### src/rtl/axi_pkg.sv
// Shared AXI4 constants and the write-adapter FSM state type.
// The instruction-fetch read adapter imports the same constants.
package axi_pkg;
  localparam logic [1:0] AXI_BURST_INCR = 2'b01;
  localparam logic [2:0] AXI_SIZE_4B    = 3'b010;
  localparam logic [1:0] AXI_RESP_OKAY  = 2'b00;
  localparam logic [3:0] AXI_CACHE_BUF  = 4'b0011;

  typedef enum logic [1:0] {
    WR_IDLE = 2'd0,
    WR_XFER = 2'd1,
    WR_RESP = 2'd2,
    WR_ACK  = 2'd3
  } wr_state_e;
endpackage

### src/rtl/dmem_axi_write.sv
// Data-side store adapter: turns one CPU data-membus write into a single-beat
// AXI4 write (AW/W/B). One write is in flight at a time.
// Ports:
//   ACLK, ARESETN         clock, async active-low reset
//   dram_base             DRAM base added to the core address at acceptance
//   mem_*                 core request side (valid/ready, addr, wen, wdata,
//                         wstrb) and the one-cycle completion pulse mem_rvalid
//   M_AXI_AW*/W*/B*       AXI4 write master channels
//   err                   sticky: illegal request or bad B response
//   busy                  FSM not idle
module dmem_axi_write
  import axi_pkg::*;
#(
  parameter int AXI_ID_W   = 1,
  parameter int AXI_ADDR_W = 32,
  parameter int AXI_DATA_W = 32,  // only 32 is supported
  parameter int AXI_ID     = 0
) (
  input  logic                    ACLK,
  input  logic                    ARESETN,
  input  logic [31:0]             dram_base,
  input  logic                    mem_valid,
  output logic                    mem_ready,
  input  logic [31:0]             mem_addr,
  input  logic                    mem_wen,
  input  logic [31:0]             mem_wdata,
  input  logic [3:0]              mem_wstrb,
  output logic                    mem_rvalid,
  output logic [AXI_ID_W-1:0]     M_AXI_AWID,
  output logic [AXI_ADDR_W-1:0]   M_AXI_AWADDR,
  output logic [7:0]              M_AXI_AWLEN,
  output logic [2:0]              M_AXI_AWSIZE,
  output logic [1:0]              M_AXI_AWBURST,
  output logic [1:0]              M_AXI_AWLOCK,
  output logic [3:0]              M_AXI_AWCACHE,
  output logic [2:0]              M_AXI_AWPROT,
  output logic [3:0]              M_AXI_AWQOS,
  output logic                    M_AXI_AWVALID,
  input  logic                    M_AXI_AWREADY,
  output logic [AXI_DATA_W-1:0]   M_AXI_WDATA,
  output logic [AXI_DATA_W/8-1:0] M_AXI_WSTRB,
  output logic                    M_AXI_WLAST,
  output logic                    M_AXI_WVALID,
  input  logic                    M_AXI_WREADY,
  input  logic [AXI_ID_W-1:0]     M_AXI_BID,
  input  logic [1:0]              M_AXI_BRESP,
  input  logic                    M_AXI_BVALID,
  output logic                    M_AXI_BREADY,
  output logic                    err,
  output logic                    busy
);

  localparam logic [AXI_ID_W-1:0] ID_C = AXI_ID_W'(AXI_ID);

  wr_state_e                 state_q, state_d;
  logic                      aw_done_q, aw_done_d;
  logic                      w_done_q, w_done_d;
  logic [AXI_ADDR_W-1:0]     addr_q, addr_d;
  logic [AXI_DATA_W-1:0]     wdata_q, wdata_d;
  logic [AXI_DATA_W/8-1:0]   wstrb_q, wstrb_d;
  logic                      err_q, err_d;

  logic [31:0]               addr_sum;
  logic [AXI_ADDR_W-1:0]     addr_xl;
  logic                      aw_hs, w_hs;

  // 32-bit add wraps modulo 2^32, then fits to the AXI address width.
  assign addr_sum = dram_base + mem_addr;
  if (AXI_ADDR_W > 32) begin : g_zext
    assign addr_xl = {{(AXI_ADDR_W-32){1'b0}}, addr_sum};
  end else if (AXI_ADDR_W == 32) begin : g_same
    assign addr_xl = addr_sum;
  end else begin : g_trunc
    assign addr_xl = addr_sum[AXI_ADDR_W-1:0];
  end

  assign aw_hs = M_AXI_AWVALID & M_AXI_AWREADY;
  assign w_hs  = M_AXI_WVALID  & M_AXI_WREADY;

  // State and datapath registers. Async reset drops every valid at once,
  // abandoning any in-flight write (interconnect resets with us).
  always_ff @(posedge ACLK or negedge ARESETN) begin
    if (!ARESETN) begin
      state_q   <= WR_IDLE;
      aw_done_q <= 1'b0;
      w_done_q  <= 1'b0;
      addr_q    <= '0;
      wdata_q   <= '0;
      wstrb_q   <= '0;
      err_q     <= 1'b0;
    end else begin
      state_q   <= state_d;
      aw_done_q <= aw_done_d;
      w_done_q  <= w_done_d;
      addr_q    <= addr_d;
      wdata_q   <= wdata_d;
      wstrb_q   <= wstrb_d;
      err_q     <= err_d;
    end
  end

  // Next state.
  always_comb begin
    state_d   = state_q;
    aw_done_d = aw_done_q;
    w_done_d  = w_done_q;
    addr_d    = addr_q;
    wdata_d   = wdata_q;
    wstrb_d   = wstrb_q;
    err_d     = err_q;
    unique case (state_q)
      WR_IDLE: begin
        if (mem_valid) begin
          addr_d    = addr_xl;
          wdata_d   = mem_wdata;
          wstrb_d   = mem_wstrb;
          aw_done_d = 1'b0;
          w_done_d  = 1'b0;
          if (!mem_wen) begin
            err_d   = 1'b1;
            state_d = WR_ACK;
          end else if (mem_wstrb == 4'b0000) begin
            state_d = WR_ACK;       // empty store: complete without a bus cycle
          end else begin
            state_d = WR_XFER;
          end
        end
      end
      WR_XFER: begin
        // AW and W complete independently; leave once both have.
        aw_done_d = aw_done_q | aw_hs;
        w_done_d  = w_done_q  | w_hs;
        if (aw_done_d && w_done_d) state_d = WR_RESP;
      end
      WR_RESP: begin
        if (M_AXI_BVALID) begin
          if (M_AXI_BRESP != AXI_RESP_OKAY || M_AXI_BID != ID_C) err_d = 1'b1;
          state_d = WR_ACK;
        end
      end
      WR_ACK:  state_d = WR_IDLE;
      default: state_d = WR_IDLE;
    endcase
  end

  // Outputs: all decoded from registers only, never from READY inputs.
  always_comb begin
    mem_ready     = (state_q == WR_IDLE);
    mem_rvalid    = (state_q == WR_ACK);
    busy          = (state_q != WR_IDLE);
    err           = err_q;
    M_AXI_AWVALID = (state_q == WR_XFER) && !aw_done_q;
    M_AXI_WVALID  = (state_q == WR_XFER) && !w_done_q;
    M_AXI_WLAST   = M_AXI_WVALID;
    M_AXI_BREADY  = (state_q == WR_RESP);
    M_AXI_AWADDR  = addr_q;
    M_AXI_AWADDR[1:0] = 2'b00;  // word-aligned; byte lanes come from WSTRB
    M_AXI_WDATA   = wdata_q;
    M_AXI_WSTRB   = wstrb_q;
    M_AXI_AWID    = ID_C;
    M_AXI_AWLEN   = 8'd0;
    M_AXI_AWSIZE  = AXI_SIZE_4B;
    M_AXI_AWBURST = AXI_BURST_INCR;
    M_AXI_AWLOCK  = 2'b00;
    M_AXI_AWCACHE = AXI_CACHE_BUF;
    M_AXI_AWPROT  = 3'b000;
    M_AXI_AWQOS   = 4'b0000;
  end

endmodule

### config.mk
export PLATFORM = sky130hd
export DESIGN_NAME = dmem_axi_write
export DESIGN_NICKNAME = d
export VERILOG_FILES = /design/src/rtl/axi_pkg.sv /design/src/rtl/dmem_axi_write.sv
export SDC_FILE = /design/constraint.sdc
export NUM_CORES = 1
export LEC_CHECK = 0
export BUFFER_PORTS_ARGS = -buffer_cell sky130_fd_sc_hd__buf_4
export CORE_ASPECT_RATIO = 1.4
export CORE_MARGIN = 1
export CORE_UTILIZATION = 40
export DETAILED_ROUTE_END_ITERATION = 16
export PLACE_DENSITY = 0.74
export SLEW_MARGIN = 10
export SYNTH_ARGS = -nofsm -noshare
export SYNTH_HDL_FRONTEND = slang
export SYNTH_SLANG_ARGS = --single-unit
### constraint.sdc
create_clock -name ACLK -period 3.1 [get_ports ACLK]
set_input_delay 0.465 -clock ACLK [delete_from_list [all_inputs] [get_ports ACLK]]
set_output_delay 0.465 -clock ACLK [all_outputs]
set_load 0.01 [all_outputs]
==> results of run 1 <==
## cell type report
class,instances,area [um^2],share of cell area
sequential,71,1780,0.284
multi-input combinational,426,2500,0.401
clock inverter,5,106,0.0170
inverter,8,30.0,0.00480
timing repair buffer,187,1420,0.227
tap,141,176,0.0282
clock buffer,10,239,0.0382
## worst reg2reg max path, cell delays in order (launching register included)
cell and delay (ps):
dfrtp_1 420, inv_1 100, ha_1 390, nand2_4 480
nor3b_1 500, o211ai_1 160, o211ai_1 120
## power breakdown
part | internal, mW | switching, mW | leakage, nW
registers | 1.36 | 0.259 | 0.883
logic | 1.04 | 1.16 | 2.21
clock network | 0.804 | 0.387 | 0.165
total | 3.20 | 1.81 | 3.26
## layer usage
metal  up-vias  track usage
li1       2122            -
met1      2008        0.243
met2       194        0.386
met3        22       0.0326
met4         0        0.107
met5         -            0
## cell families after synthesis
kind of cell,after synthesis,share of synthesized area
AND/OR/NAND/NOR,225,0.221
other,2,0.00166
flip-flops,71,0.392
buffers and inverters,61,0.0785
AO/OA/AOI/OAI,121,0.179
multiplexers,1,0.00221
adder cells (fa/ha/maj),34,0.0939
XOR/XNOR,16,0.0309
## per-stage QoR
step	total power, mW	hold slack, ps	instance area (um^2)
finish	5.01	254	6250
global route	5.34	327	6250
CTS	5.05	297	6250
detailed placement	3.84	464	5900
global placement	3.77	453	5900
floorplan	2.75	169	4630
## sequential cells by signal, indices dropped and copies added (netlist names)
name	cells
w_done_q	1
M_AXI_WSTRB	4
state_q	2
M_AXI_WDATA	32
err	1
aw_done_q	1
addr_q	30
## cell usage after synthesis, types with 7 or more instances
library cell	number
nand2_1	148
dfrtp_1	71
ha_1	34
buf_4	33
o21ai_0	30
a21oi_1	27
clkbuf_1	17
a21o_1	16
nor2_1	15
nand3_1	10
o211ai_1	9
xnor2_1	9
inv_1	8
or3_1	8
nand4_1	7
nor3_1	7
o31ai_1	7
xor2_1	7
## cells in the final DEF (no fill, tap or decap), types with 3 or more instances in the layout
cell	count
nand2b_1	3
nor2b_1	3
nand2_1	147
nor2_1	15
a21boi_0	3
and3_1	4
or3_1	8
o31ai_1	7
a21o_1	16
nand3_1	10
a31o_2	3
a21oi_1	27
xnor2_1	9
nor3b_1	6
nor3_1	7
o21a_1	5
bufinv_16	3
o21ai_0	30
o211ai_1	9
buf_4	186
or4_1	3
dfrtp_1	71
conb_1	29
clkbuf_16	9
nand4_1	7
inv_1	8
xor2_1	7
ha_1	34
## worst paths after layout
path / endpoint / slack, ps / depth (start not counted) / from
min: M_AXI_WDATA[15]$_DFFE_PN0P_ / 250 / 1 / ARESETN
min in group ACLK: M_AXI_WDATA[4]$_DFFE_PN0P_ / 330 / 3 / mem_wdata[4]
min reg2reg: M_AXI_WDATA[4]$_DFFE_PN0P_ / 480 / 2 / M_AXI_WDATA[4]$_DFFE_PN0P_
max in group asynchronous: M_AXI_WDATA[19]$_DFFE_PN0P_ / 2240 / 1 / ARESETN
max: addr_q[28]$_DFFE_PN0P_ / 580 / 9 / dram_base[14]
max reg2reg: addr_q[24]$_DFFE_PN0P_ / 840 / 6 / state_q[0]$_DFFE_PN0P_
==> implementation parameters, run 1 <==
Parameter                              Value

Layout
  Ant diodes    0
  Number of filler cells placed in the layout    around 980
  Post-route non-filler standard cell count    848
  Fin nets    847
  Fraction of layout cells with a size suffix above 1    0.304
  Post-layout util    0.572
  Layout-stage area growth over the synthesis result    38.0%

Worst hold path
  Type of the tightest min-delay check    in2async

Logic synthesis
  Portion of the post-synthesis area used by sequential elements    0.392
  Share of Yosys cell area claimed by the top area cell type    0.392
  Most used flip-flop cell after synthesis    dfrtp_1
  Number of enable flip-flop cells after synthesis    0
  Dominant cells by area after synthesis    dfrtp_1, nand2_1, ha_1
  Mapped cell area    4530 um^2
  Number of library cell types mapped by synthesis    54
  Cells after Synth    ~530
  Biggest area consumer among synthesized cells    dfrtp_1
  Fraction of synthesis flops using an asynchronous set or reset pin    1.00
  Yosys reg bits    71
  Average instance area after synthesis    8.53 um^2
  Ys Warns    0

Clocking
  H-tree depth    3
  Hold bufs inserted after CTS    0
  Number of resized instances in the post-cts repair step    0
  TritonCTS clock tree    done
  Clk Latency, worst-skew pair    330 ps
  Buffers from clock root to sink, at most    2
  Clock-pin transition on the worst setup and hold timing paths    roughly 60 ps
  Clock buffer count from CTS    9
  Post-CTS setup repair buffer count    0
  Clock tree root driver cell    clkbuf_16
  Number of sinks driven by the clock tree    71

Power
  Lkg Pwr    ~3.3 nW
  Worst VDD drop    ~0.3 mV
  Power per standard cell area    ~800 nW/um^2

Global route
  Global route overflow    0
  Number of antenna violations at the first check in global routing    0
  Global-route wire length before repair    19900 um
  Maximum number of pins on one net before global-route repair    72
  Number of global-route vias before repair    around 4200
  GRT Overall Usage    0.214

Critical path
  Buffering stage count on the worst path with inverters included    1
  Required time at the worst-slack endpoint    roughly 3400 ps
  Critical path type    in2reg
  Cell family contributing the most delay on the critical path    simple AND/OR/NAND/NOR gates
  Worst path max stage delay    around 510 ps
  Series of cell instances along the critical path    buf_4 > ha_1 > nand4_1 > or2_1 > or3_4 > a211oi_4 > nor3_1 > or4_1 > nand3_1
  Nature of the critical path endpoint    register
  Slowest-stage cell, CP    or4_1
  Maximum fanout along the worst path    9
  Sort of element at the start of the critical path    input port
  Data arrival time of the critical path    between 2000 and 3000 ps

Route
  Average wire per standard cell    14.7 um
  Post-route DRC violation count    0
  Iteration-0 DRC count of the detailed router    roughly 150
  Drt first pass iters    5
  Overall routed net length    12500 um
  Metal3 WL    831 um
  Wire length on met1    just under 5000 um
  Wire length on met2    around 6400 um
  Total number of vias    between 4000 and 5000
  Top layer used by detailed routing    met4
  Detailed-route vias per instance    5.13
  Detail Route Antenna Nets    0

Timing
  Timing-limited maximum frequency    396 MHz
  Transition time of the tightest slew-check pin    approximately 920 ps
  Final Skew    5.11 ps
  Fin crit period    2520 ps
  Accumulated negative setup slack    0 ps
  Final Cycle Share    0.814
  Setup repair after global routing missed its margin    false
  Slew Limit Headroom    0.390
  # setup viols final    0
  Minimum setup slack in the final design    roughly 580 ps
  Total count of hold-check failures in the final report    0
  Slew Limit Fails    0

Floorplan
  Floorplan die width    approximately 92 um
  Overall die height    between 100 and 150 um
  Starting Density    0.415
  Count of pins on the block boundary    213
  Number of placement rows    45
  Floorplan Core Area    10900 um^2
  Area of the die    11800 um^2

Placement
  Cells after DPL    833
  HPWL after detailed placement    roughly 9700 um
  Count of buffers from port buffering    about 180
  Final weighted congestion in routability-driven placement    between 0.8 and 0.9
  Post-Place Setup Slack    231 ps

Outcome
  Outcome    finished clean

Flow run
  Maximum Capacitance Violations    0
(Power assumes the default switching activity.)
==> inputs of run 2 (changes only) <==
==> constraint.sdc (replaced) <==
create_clock -name ACLK -period 2.35 [get_ports ACLK]
set_input_delay 0.3525 -clock ACLK [delete_from_list [all_inputs] [get_ports ACLK]]
set_output_delay 0.3525 -clock ACLK [all_outputs]
set_load 0.01 [all_outputs]
==> implementation parameters, run 2 (synthesized netlist as in run 1, its figures left out) <==
Parameter                              Value

Clocking
  Clock-pin transition on the worst setup and hold timing paths    60 ps (about the same)
  Buffers from clock root to sink, at most    2 (unchanged)
  Clk Latency, worst-skew pair    330 ps (about the same)
  Clock buffer count from CTS    9 (unchanged)
  TritonCTS clock tree    done
  H-tree depth    3 (unchanged)
  Number of sinks driven by the clock tree    71 (unchanged)
  Clock tree root driver cell    clkbuf_16

Flow run
  Maximum Capacitance Violations    0 (unchanged)

Route
  Average wire per standard cell    14.2 um (-3.8%)
  Overall routed net length    12700 um (+1.5%)
  Detail Route Antenna Nets    0 (unchanged)
  Total number of vias    4595 (+5.7%)
  Post-route DRC violation count    0 (unchanged)
  Drt first pass iters    4 (-1)
  Iteration-0 DRC count of the detailed router    160 (+5.3%)
  Detailed-route vias per instance    5.13 (+0.18%)

Critical path
  Data arrival time of the critical path    2500 ps (-290 ps)
  Required time at the worst-slack endpoint    2620 ps (-740 ps)
  Maximum fanout along the worst path    5 (-4)
  Nature of the critical path endpoint    register
  Critical path type    in2reg
  Sort of element at the start of the critical path    input port

Floorplan
  Starting Density    0.415 (unchanged)
  Floorplan die width    91.9 um (unchanged)
  Count of pins on the block boundary    213 (unchanged)
  Overall die height    128 um (unchanged)
  Floorplan Core Area    10900 um^2 (unchanged)
  Area of the die    11800 um^2 (unchanged)
  Number of placement rows    45 (unchanged)

Global route
  Global route overflow    0 (unchanged)
  Maximum number of pins on one net before global-route repair    43 (-40%)
  GRT Overall Usage    0.218 (+0.00457)
  Number of antenna violations at the first check in global routing    0 (unchanged)
  Global-route wire length before repair    20400 um (+2.7%)
  Number of global-route vias before repair    4493 (+7.4%)

Layout
  Layout-stage area growth over the synthesis result    45.4%
  Ant diodes    0 (unchanged)
  Most common cell after layout, fill and taps aside    buf_4
  Area of all placed cells without fillers    6590 um^2 (+5.4%)
  Max FFs per register    32 (unchanged)
  Fin nets    893 (+5.4%)
  Top library cells by usage in the layout, fill and taps aside    buf_4, nand2_1, dfrtp_1
  Post-layout util    0.603 (+0.0307)
  Fraction of layout cells with a size suffix above 1    0.347 (+0.0434)
  Post-route non-filler standard cell count    895 (+5.5%)

Placement
  Count of buffers from port buffering    183 (unchanged)
  HPWL after detailed placement    10100 um (+4.6%)
  Area after detailed placement    6240 um^2 (+5.7%)
  Post-Place Setup Slack    -250 ps (-481 ps)
  Cells after DPL    878 (+5.4%)
  Final weighted congestion in routability-driven placement    0.828 (-1.6%)

Outcome
  Outcome    finished clean

Power
  PnR Total Power    6.64 mW (+33%)
  Lkg Pwr    3.47 nW (+6.7%)
  Worst VDD drop    0.404 mV (+33%)
  Power per standard cell area    1010 nW/um^2 (+26%)

Timing
  Slew Limit Fails    0 (unchanged)
  Transition time of the tightest slew-check pin    506 ps (-410 ps)
  Final Cycle Share    0.948
  Slew Limit Headroom    0.663 (+0.273)
  Timing-limited maximum frequency    449 MHz
  Fin crit period    roughly 2200 ps
  Minimum setup slack in the final design    121 ps (-454 ps)
  Final Skew    6.32 ps (+1.21 ps)
  Setup repair after global routing missed its margin    false
  Total count of hold-check failures in the final report    0 (unchanged)
  # setup viols final    0 (unchanged)

Worst hold path
  Type of the tightest min-delay check    in2reg
## run 2: area by class of cell
class / count / area, um^2
tap: 141 / 176
multi-input combinational: 426 / 2510
clock buffer: 10 / 239
clock inverter: 6 / 92.6
fill: 931 / 4340
sequential: 71 / 1780
inverter: 8 / 30.0
timing repair buffer: 233 / 1760
## run 2: power by group
group	total, mW	switching (mW)	internal (mW)
combinational	3.01	1.54	1.46
clock	1.50	0.536	0.963
sequential	2.13	0.341	1.79
total	6.64	2.42	4.22
## run 2: metal layers
layer / vias to the layer above / global-route usage / share of wire
met1: 2130 / 0.240 / 0.39
met5: - / 0 / 0
met3: 26 / 0.0397 / 0.063
li1: 2231 / - / -
met4: 0 / 0.0983 / 0.028
met2: 208 / 0.404 / 0.52
## run 2: path summary, 6_finish.rpt
kind / startpoint / slack [ps] / depth (start not counted) / to
min reg2reg: M_AXI_WDATA[15]$_DFFE_PN0P_ / 480 / 2 / M_AXI_WDATA[15]$_DFFE_PN0P_
max: dram_base[16] / 120 / 9 / addr_q[28]$_DFFE_PN0P_
max in group asynchronous: ARESETN / 1150 / 3 / addr_q[4]$_DFFE_PN0P_
min in group asynchronous: ARESETN / 540 / 2 / M_AXI_WDATA[25]$_DFFE_PN0P_
min: mem_wdata[3] / 210 / 3 / M_AXI_WDATA[3]$_DFFE_PN0P_
max reg2reg: state_q[0]$_DFFE_PN0P_ / 390 / 5 / addr_q[28]$_DFFE_PN0P_
## run 2: worst max-delay path, stage by stage
cell      delay, ps
buf_4           110
ha_1            330
nand4_1         120
or2_1           240
or3_4           340
a211oi_4        270
nor3_1          140
or4_1           490
nand3_1         100
## run 2: repair_timing
item                                    4_1_cts  5_1_grt
hold buffers                                  1        0
endpoints found under the setup margin        0        3
endpoints found under the hold margin        11        0
buffers inserted                              0        0
resized for setup                             0        2
## run 2: per-stage QoR
step / hold slack, ps / TNS, ps
2_1_floorplan: 56.9 / -5.71
3_3_place_gp: 350 / -1860
3_5_place_dp: 358 / -3130
4_1_cts: 196 / 0
5_1_grt: 201 / 0
6_report: 209 / 0
